--- src/rtl/nib_track_sync.sv ---
// Moves one Disk II track between the mounted NIB image and the track buffer RAM, 13 SD sectors at a time.
// Define NIB_WRITEBACK_EN to write a dirty track back to the image before the next track is loaded.
module nib_track_sync #(
  parameter int SECTORS = 13,
  parameter int TRK_W   = 6
) (
  input  logic             clk_sys,
  input  logic             reset,
  input  logic [TRK_W-1:0] track,
  input  logic             img_mounted,
  input  logic             img_valid,
  input  logic             track_wr,
  input  logic             sd_ack,
  output logic [31:0]      sd_lba,
  output logic             sd_rd,
  output logic             sd_wr,
  output logic [3:0]       track_sec,
  output logic             cpu_wait,
  output logic             busy
);

  localparam logic [1:0] IDLE  = 2'd0;
  localparam logic [1:0] LOAD  = 2'd2;
`ifdef NIB_WRITEBACK_EN
  localparam logic [1:0] FLUSH = 2'd1;
`endif
  localparam logic [3:0] LAST_SEC = 4'(SECTORS - 1);

  logic [1:0]       state;
  logic [TRK_W-1:0] cur_track;
  logic             mount_pend;
  logic             old_ack;
  logic             ack_rise;
  logic             ack_fall;
  logic             mount_ev;
  logic             trigger;
  logic             req;
`ifdef NIB_WRITEBACK_EN
  logic             dirty;
`else
  logic             unused_track_wr;

  assign unused_track_wr = track_wr;
  assign sd_wr           = 1'b0;
`endif

  function automatic logic [31:0] track_lba(input logic [TRK_W-1:0] t);
    return 32'(SECTORS) * 32'(t);
  endfunction

  assign ack_rise = sd_ack & ~old_ack;
  assign ack_fall = ~sd_ack & old_ack;
  assign mount_ev = img_mounted | mount_pend;
  assign trigger  = (track != cur_track) | mount_ev;
  assign req      = sd_rd | sd_wr;
  assign busy     = (state != IDLE);

  // A falling ack edge while the request is already low closes the current phase.
  always_ff @(posedge clk_sys or posedge reset) begin
    if (reset) begin
      state      <= IDLE;
      cur_track  <= '0;
      mount_pend <= 1'b0;
      old_ack    <= 1'b0;
      sd_lba     <= '0;
      sd_rd      <= 1'b0;
      track_sec  <= '0;
      cpu_wait   <= 1'b0;
`ifdef NIB_WRITEBACK_EN
      sd_wr      <= 1'b0;
      dirty      <= 1'b0;
`endif
    end else begin
      old_ack <= sd_ack;
      if (state != IDLE && img_mounted)
        mount_pend <= 1'b1;

      case (state)
        IDLE: begin
          if (trigger) begin
            mount_pend <= 1'b0;
            if (!img_valid) begin
              cur_track <= track;
`ifdef NIB_WRITEBACK_EN
              dirty     <= 1'b0;
            end else if (dirty && !mount_ev) begin
              // Old track goes out first; cur_track still names it until the flush ends.
              state     <= FLUSH;
              sd_lba    <= track_lba(cur_track);
              sd_wr     <= 1'b1;
              track_sec <= '0;
              cpu_wait  <= 1'b1;
`endif
            end else begin
              state     <= LOAD;
              sd_lba    <= track_lba(track);
              sd_rd     <= 1'b1;
              cur_track <= track;
              track_sec <= '0;
              cpu_wait  <= 1'b1;
`ifdef NIB_WRITEBACK_EN
              dirty     <= 1'b0;
`endif
            end
          end
`ifdef NIB_WRITEBACK_EN
          else if (track_wr) begin
            dirty <= 1'b1;
          end
`endif
        end

        default: begin
          if (ack_rise) begin
            sd_lba <= sd_lba + 32'd1;
            if (track_sec == LAST_SEC) begin
              sd_rd <= 1'b0;
`ifdef NIB_WRITEBACK_EN
              sd_wr <= 1'b0;
`endif
            end
          end

          if (ack_fall) begin
            if (track_sec != LAST_SEC)
              track_sec <= track_sec + 4'd1;
            if (!req) begin
`ifdef NIB_WRITEBACK_EN
              if (state == FLUSH) begin
                dirty     <= 1'b0;
                state     <= LOAD;
                cur_track <= track;
                sd_lba    <= track_lba(track);
                sd_rd     <= 1'b1;
                track_sec <= '0;
              end else begin
                state    <= IDLE;
                cpu_wait <= 1'b0;
              end
`else
              state    <= IDLE;
              cpu_wait <= 1'b0;
`endif
            end
          end
        end
      endcase
    end
  end

  assert property (@(posedge clk_sys) disable iff (reset) !(sd_rd && sd_wr));

endmodule
--- config.mk ---
export PLATFORM = sky130hd
export DESIGN_NAME = nib_track_sync
export DESIGN_NICKNAME = d
export VERILOG_FILES = /design/src/rtl/nib_track_sync.sv
export SDC_FILE = /design/constraint.sdc
export NUM_CORES = 1
export LEC_CHECK = 0
export ABC_AREA = 0
export CORE_ASPECT_RATIO = 0.7
export CORE_MARGIN = 2
export CORE_UTILIZATION = 39
export DETAILED_ROUTE_END_ITERATION = 16
export PLACE_DENSITY_LB_ADDON = 0.15
export REMOVE_ABC_BUFFERS = 1
export SYNTH_ARGS = -nofsm -noshare
export SYNTH_HDL_FRONTEND = slang
export SYNTH_SLANG_ARGS = --single-unit
--- constraint.sdc ---
create_clock -name clk_sys -period 2.2 [get_ports clk_sys]
set_input_delay 0.22 -clock clk_sys [delete_from_list [all_inputs] [get_ports clk_sys]]
set_output_delay 0.22 -clock clk_sys [all_outputs]
set_load 0.01 [all_outputs]
==> impl_results.md, run 1 <==
* GR Overflow Total at 0
* CP max FO at 3
* Switching share of power at 0.4169
* P_sw at roughly 1.8 mW
* EDFF count, synth at 0
* Root Buffer: clkbuf_8
* Antenna Cells at 0
* Die H at 78.09 µm
* Clk_lat worst skew at 0.30 ns
* Slew Viols, Final at 0
* Synth Instances at 340
* Worst setup margin at 0.02516 ns
* Top post-synthesis cells by area: dfrtp_1, ha_1, nand2_1
* Post-synth top area share at 0.3764
* Final Hold Viols at 0
* Final period utilization at 0.9886
* Placer's final routability congestion estimate at around 0.84
* Site row count at 26
* Worst setup EP type: flip-flop
* VDD IR-drop max at about 0.6 mV
* Worst-margin pin slew at roughly 0.54 ns
* Reg2Reg Depth at 6
* Leak Pwr at around 1.8 nW
* CTS tree: done
* Initial antenna violation count at 0
* Unrepaired setup endpoints after global routing: true
* Relative slew slack at 0.6395
* Max-cap violations at 0
* #FFs+latches synth at 46
* DR DRC count at 0
* Status: finished clean
* Hold WS at 0.2481 ns
* Die Width at 109.8 µm
* Worst EP required at 2.42 ns
* Internal power at 2.504 mW
* Register area share after synthesis at 0.3764
* Asr flop ratio synth at 1.000
* Vias at 2951
* Worst min path class: input port to async pin
* Setup crit start kind: input port
* Filler cell count at 697
* # port buffers at 49
* Largest net degree at the start of global routing at 22
* Post-synth top flop: dfrtp_1
* Clock skew at 0.008115 ns
* Core area at 7450 µm²
* Netlist cell types at 53
* Post-Syn Area at ~3100 µm²
* Synth Area per Inst at 8.994 µm²
* # setup viols final at 0
* Vias in the first global route at approximately 2700
* # IOs at 52
* Final WL at 8333 µm
* Vias per cell at 5.653
* H-tree depth at 2
* Clock transition at path regs at 0.09 ns
* Pre-CTS WS at -0.8489 ns
* Clk sink count at 46
* Number of nets in the layout at 457
* Pwr/cell area at 1047 nW/µm²
* Arrival time worst endpoint at 2.39 ns
* First-pass GRT wire length at 13860 µm
* CP startpoint: track[1]
* GRT Total Usage at 0.2062
* Initial DRC count at 185
* Ys Warns at 0
* Layout cells sized above 1 at 0.1863
* Pre-Repair DR Iteration Count at 5
* Worst setup path category: input port to flip-flop
* Inserted Clock Buffers at 5
* Area delta synth->final at 34.12%
* Commonest cells in the netlist: dfrtp_1, nand2_1, nand3_1
* Yosys top cell by area: dfrtp_1
* Dpl cell area at 3928 µm²
* Clock power frac at 0.130
* Post-route cell area at 4101 µm²
* Fmax at 0.4598 GHz
* Initial Util at 0.4105
* Sequential share of power at 0.337
* Combinational power share at 0.532
* Maximum buffer depth of the clock tree at 2
* Post-cts hold buffer count at 0
* Detail Placement HPWL at 6124 µm
* Drt wl/cell at 15.96 µm
* Tmin final at approximately 2.2 ns
* Final ANT Viol Nets at 0
* Die Area at 8576 µm²
* Final Total Pwr at between 4 and 5 mW
* Reg2reg start: state[1]
* Most frequent cell after synthesis: dfrtp_1
stage by stage:
step                TNS [ns]  instances  utilization
finish                     0        522       0.5506
detailed placement    -3.691        513       0.5272
global route        -0.09812        522       0.5506
CTS                        0        521       0.5445
floorplan             -18.34        321            -
global placement      -3.494        513       0.5272
per-layer routing:
metal	global-route usage	vias up	routed length, µm
li1	-	1434	-
met1	0.3342	1405	4362
met2	0.2816	105	3447
met3	0.03322	7	461
met4	0.04684	0	61
met5	0	-	0
area by class of cell:
cell class,count,area [µm²],area share
Inverter,16,60.06,0.01464
Clock buffer,7,86.33,0.02105
Timing Repair Buffer,95,849.6,0.2071
Sequential cell,46,1151,0.2807
Multi-Input combinational cell,259,1827,0.4454
Clock inverter,1,5.005,0.001220
Tap cell,98,122.6,0.02990
timing repair:
| action | in CTS | in global routing |
|---|---|---|
| endpoints found under the setup margin | 5 | 2 |
| pin swaps | 13 | 12 |
| resized for setup | 22 | 16 |
| buffers inserted | 0 | 1 |
worst paths after layout:
path	endpoint	slack, ns
setup / recovery	sd_lba[7]	0.03
hold / removal	sd_lba[12]	0.25
setup reg to reg	sd_lba[2]	0.25
hold reg to reg	mount_pend	0.49
max in group asynchronous	sd_lba[5]	1.34
min in group clk_sys	cur_track[1]	0.29
power groups by stage:
stage | Sequential, mW | Combinational [mW] | Clock [mW]
after floorplan | 1.58 | 1.01 | 0
after global placement | 1.45 | 2.20 | 0
after detailed placement | 1.46 | 2.23 | 0
after CTS | 1.44 | 2.26 | 0.576
after global routing | 1.50 | 2.53 | 0.608
final | 1.45 | 2.29 | 0.560
registers in the layout (all words and copies together) (netlist names):
| register | count |
|---|---|
| cur_track | 6 |
| mount_pend | 1 |
| old_ack | 1 |
| sd_lba | 32 |
| sd_rd | 1 |
| state | 1 |
| track_sec | 4 |
worst max-delay path, cell delays in order:
cell	delay, ns
buf_8	0.11
ha_4	0.26
fa_2	0.46
fa_2	0.45
buf_4	0.15
a21o_1	0.19
a21oi_2	0.15
xnor2_1	0.13
nor3_1	0.06
a211oi_1	0.21
cell usage in the layout, fill, tap and decap left out, types with 4 or more instances in the layout:
cell type / count
nand4_1: 16
o21ai_1: 4
buf_4: 43
ha_4: 4
ha_1: 14
or4_1: 5
inv_1: 12
nor2_1: 11
nor3_1: 5
nand3_1: 29
a21oi_1: 9
o211ai_1: 9
inv_2: 4
and4_1: 5
xnor2_1: 8
xor2_1: 4
clkdlybuf4s50_1: 43
dfrtp_1: 46
o31ai_1: 5
mux2_2: 4
o21ai_0: 21
nor4_1: 4
and3_1: 8
clkbuf_8: 6
nand2_1: 40
logic make-up after synthesis:
logic type               synth area share
AND/OR/NAND/NOR                    0.2565
AO/OA/AOI/OAI                      0.1592
flip-flops                         0.3764
adder cells (fa/ha/maj)           0.09738
other                            0.001226
XOR/XNOR                          0.03437
buffers and inverters             0.05032
multiplexers                      0.02455
Power figures use the tool's default switching activity.
==> run 2: changes to the inputs <==
--- a/config.mk
+++ b/config.mk
@@ -10,6 +10,7 @@
 export CORE_MARGIN = 2
 export CORE_UTILIZATION = 39
 export DETAILED_ROUTE_END_ITERATION = 16
+export HOLD_SLACK_MARGIN = 0.08
 export PLACE_DENSITY_LB_ADDON = 0.15
 export REMOVE_ABC_BUFFERS = 1
 export SYNTH_ARGS = -nofsm -noshare
==> results of run 2 <==
Final layout, timing and power as in run 1 (identical DEF).
==> run 3: changes to the inputs <==
--- a/config.mk
+++ b/config.mk
@@ -7,7 +7,7 @@
 export LEC_CHECK = 0
 export ABC_AREA = 0
 export CORE_ASPECT_RATIO = 0.7
-export CORE_MARGIN = 2
+export CORE_MARGIN = 3
 export CORE_UTILIZATION = 39
 export DETAILED_ROUTE_END_ITERATION = 16
 export HOLD_SLACK_MARGIN = 0.08
==> impl_results.md, run 3 (synthesized netlist as in run 1, its figures left out) <==
* Status: finished clean
* Worst setup margin at ~0.12 ns
* CP top delay family: adder cells
* Vias at 2953
* Pre-CTS WS at -0.8541 ns
* CTS tree: done
* Root Buffer: clkbuf_8
* Worst-path cell chain: buf_6, ha_4, fa_2, fa_2, a211oi_2, o21bai_1, a21oi_1, xor2_1, o221ai_1
* Max reg flops at 32
* Die H at around 80 µm
* # setup viols final at 0
* Vias per cell at 5.668
* Largest regs: sd_lba x32, cur_track x6, track_sec x4
* GRT Total Usage at 0.1939
* Detail Placement HPWL at 6320 µm
* Worst setup EP type: flip-flop
* Top sig layer: met4
* VDD IR-drop max at 0.6769 mV
* Inserted Clock Buffers at 5
* Clk_lat worst skew at 0.31 ns
* Met1 wire length at 4286 µm
* Worst-margin pin slew at 0.6133 ns
* Clock skew at 0.009259 ns
* Antenna Cells at 0
* Placer's final routability congestion estimate at 0.8293
* Clk sink count at 46
* Relative slew slack at 0.5874
* Routed wl met3 at 567 µm
* Area delta synth->final at 35.31%
* CP max FO at 3
* Most flops, register: sd_lba
* Core area at 7450 µm²
* Initial DRC count at between 150 and 200
* Final period utilization at 0.9461
* Post-route cell area at 4138 µm²
* Arrival time worst endpoint at 2.26 ns
* # port buffers at 49
* Setup crit start kind: input port
* Commonest cells after routing, fill and taps aside: dfrtp_1, clkdlybuf4s50_1, buf_4, nand2_1, nand3_1
* Drt wl/cell at 16.29 µm
* H-tree depth at 2
* Initial antenna violation count at 0
* Pre-Repair DR Iteration Count at 5
* Die Area at ~9000 µm²
* Clock transition at path regs at approximately 0.10 ns
* Post-cts hold buffer count at 0
* Final Hold Viols at 0
* CP bufs+invs at 1
* Vias in the first global route at 2768
* Worst path slowest cell: fa_2
* Util after Layout at 0.5554
* Layout cells sized above 1 at 0.1868
* Slowest cell delay on critical path at 0.46 ns
* Most used cell, CP: fa_2
* Unrepaired setup endpoints after global routing: false
* Wire length on met2 at between 3000 and 4000 µm
* Dpl cell area at approximately 4000 µm²
* Pwr/cell area at 1071 nW/µm²
* # IOs at 52
* Worst min path class: input port to async pin
* Tmin final at 2.081 ns
* Largest net degree at the start of global routing at 29
* Final ANT Viol Nets at 0
* Reg2Reg Setup Slack at 0.21 ns
* Max-cap violations at 0
* Worst setup path category: input port to flip-flop
* Maximum buffer depth of the clock tree at 2
* Post-Route Setup TNS at 0 ns
* DR DRC count at 0
* Commonest non-fill, non-tap cell in the layout: dfrtp_1
* Slew Viols, Final at 0
* First-pass GRT wire length at 13970 µm
* GR Overflow Total at 0
* Number of nets in the layout at around 460
* Site row count at 26
* Final WL at 8486 µm
* Fmax at 0.4805 GHz
* Leak Pwr at ~1.8 nW
* Die Width at 111.8 µm
* Worst EP required at 2.38 ns
* Initial Util at 0.4105
run 3: changes by cell type in the layout (fill, tap and decap cells not counted), sizes merged:
cell | before | now
clkbuf | 9 | 7
buf | 48 | 47
bufinv | 0 | 1
dlygate4sd2 | 2 | 1
dlymetal6s2s | 0 | 1
inv | 16 | 17
run 3: per-stage QoR:
stage / instances / power, mW / hold slack, ns
2_1_floorplan: 321 / 2.588 / 0.2514
3_3_place_gp: 513 / 3.693 / 0.4727
3_5_place_dp: 513 / 3.752 / 0.4945
4_1_cts: 522 / 4.459 / 0.2510
5_1_grt: 521 / 4.781 / 0.2826
6_report: 521 / 4.433 / 0.2346
run 3: metal layers:
| metal | GRT usage | up-vias |
|---|---|---|
| met2 | 0.2907 | 91 |
| met3 | 0.03238 | 7 |
| li1 | - | 1428 |
| met4 | 0.03402 | 0 |
| met5 | 0 | - |
| met1 | 0.2957 | 1427 |
run 3: path summary, 6_finish.rpt:
check,start,to,cells after the start
max,track[2],sd_lba[9],9
min,reset,state[1],2
max reg2reg,sd_lba[4],sd_lba[22],5
min reg2reg,mount_pend,mount_pend,2
max in group asynchronous,reset,sd_lba[23],3
min in group clk_sys,track[1],cur_track[1],3
run 3: repair_timing:
item	CTS	global route
gates resized for setup	23	13
pin swaps	13	13
setup buffers	1	0
endpoints found under the setup margin	5	1
run 3: layout make-up:
class | instances | area, µm²
clock buffer | 5 | 68.82
clock inverter | 3 | 43.79
fill | 679 | 3312
inverter | 16 | 60.06
multi-input combinational | 259 | 1828
sequential | 46 | 1151
tap | 98 | 122.6
timing repair buffer | 94 | 863.3
run 3: power breakdown:
part	switching, mW	total [mW]	internal, mW	leakage [nW]
Sequential	0.361	1.48	1.12	0.522
Clock	0.329	0.671	0.341	0.0585
Combinational	1.13	2.28	1.16	1.22
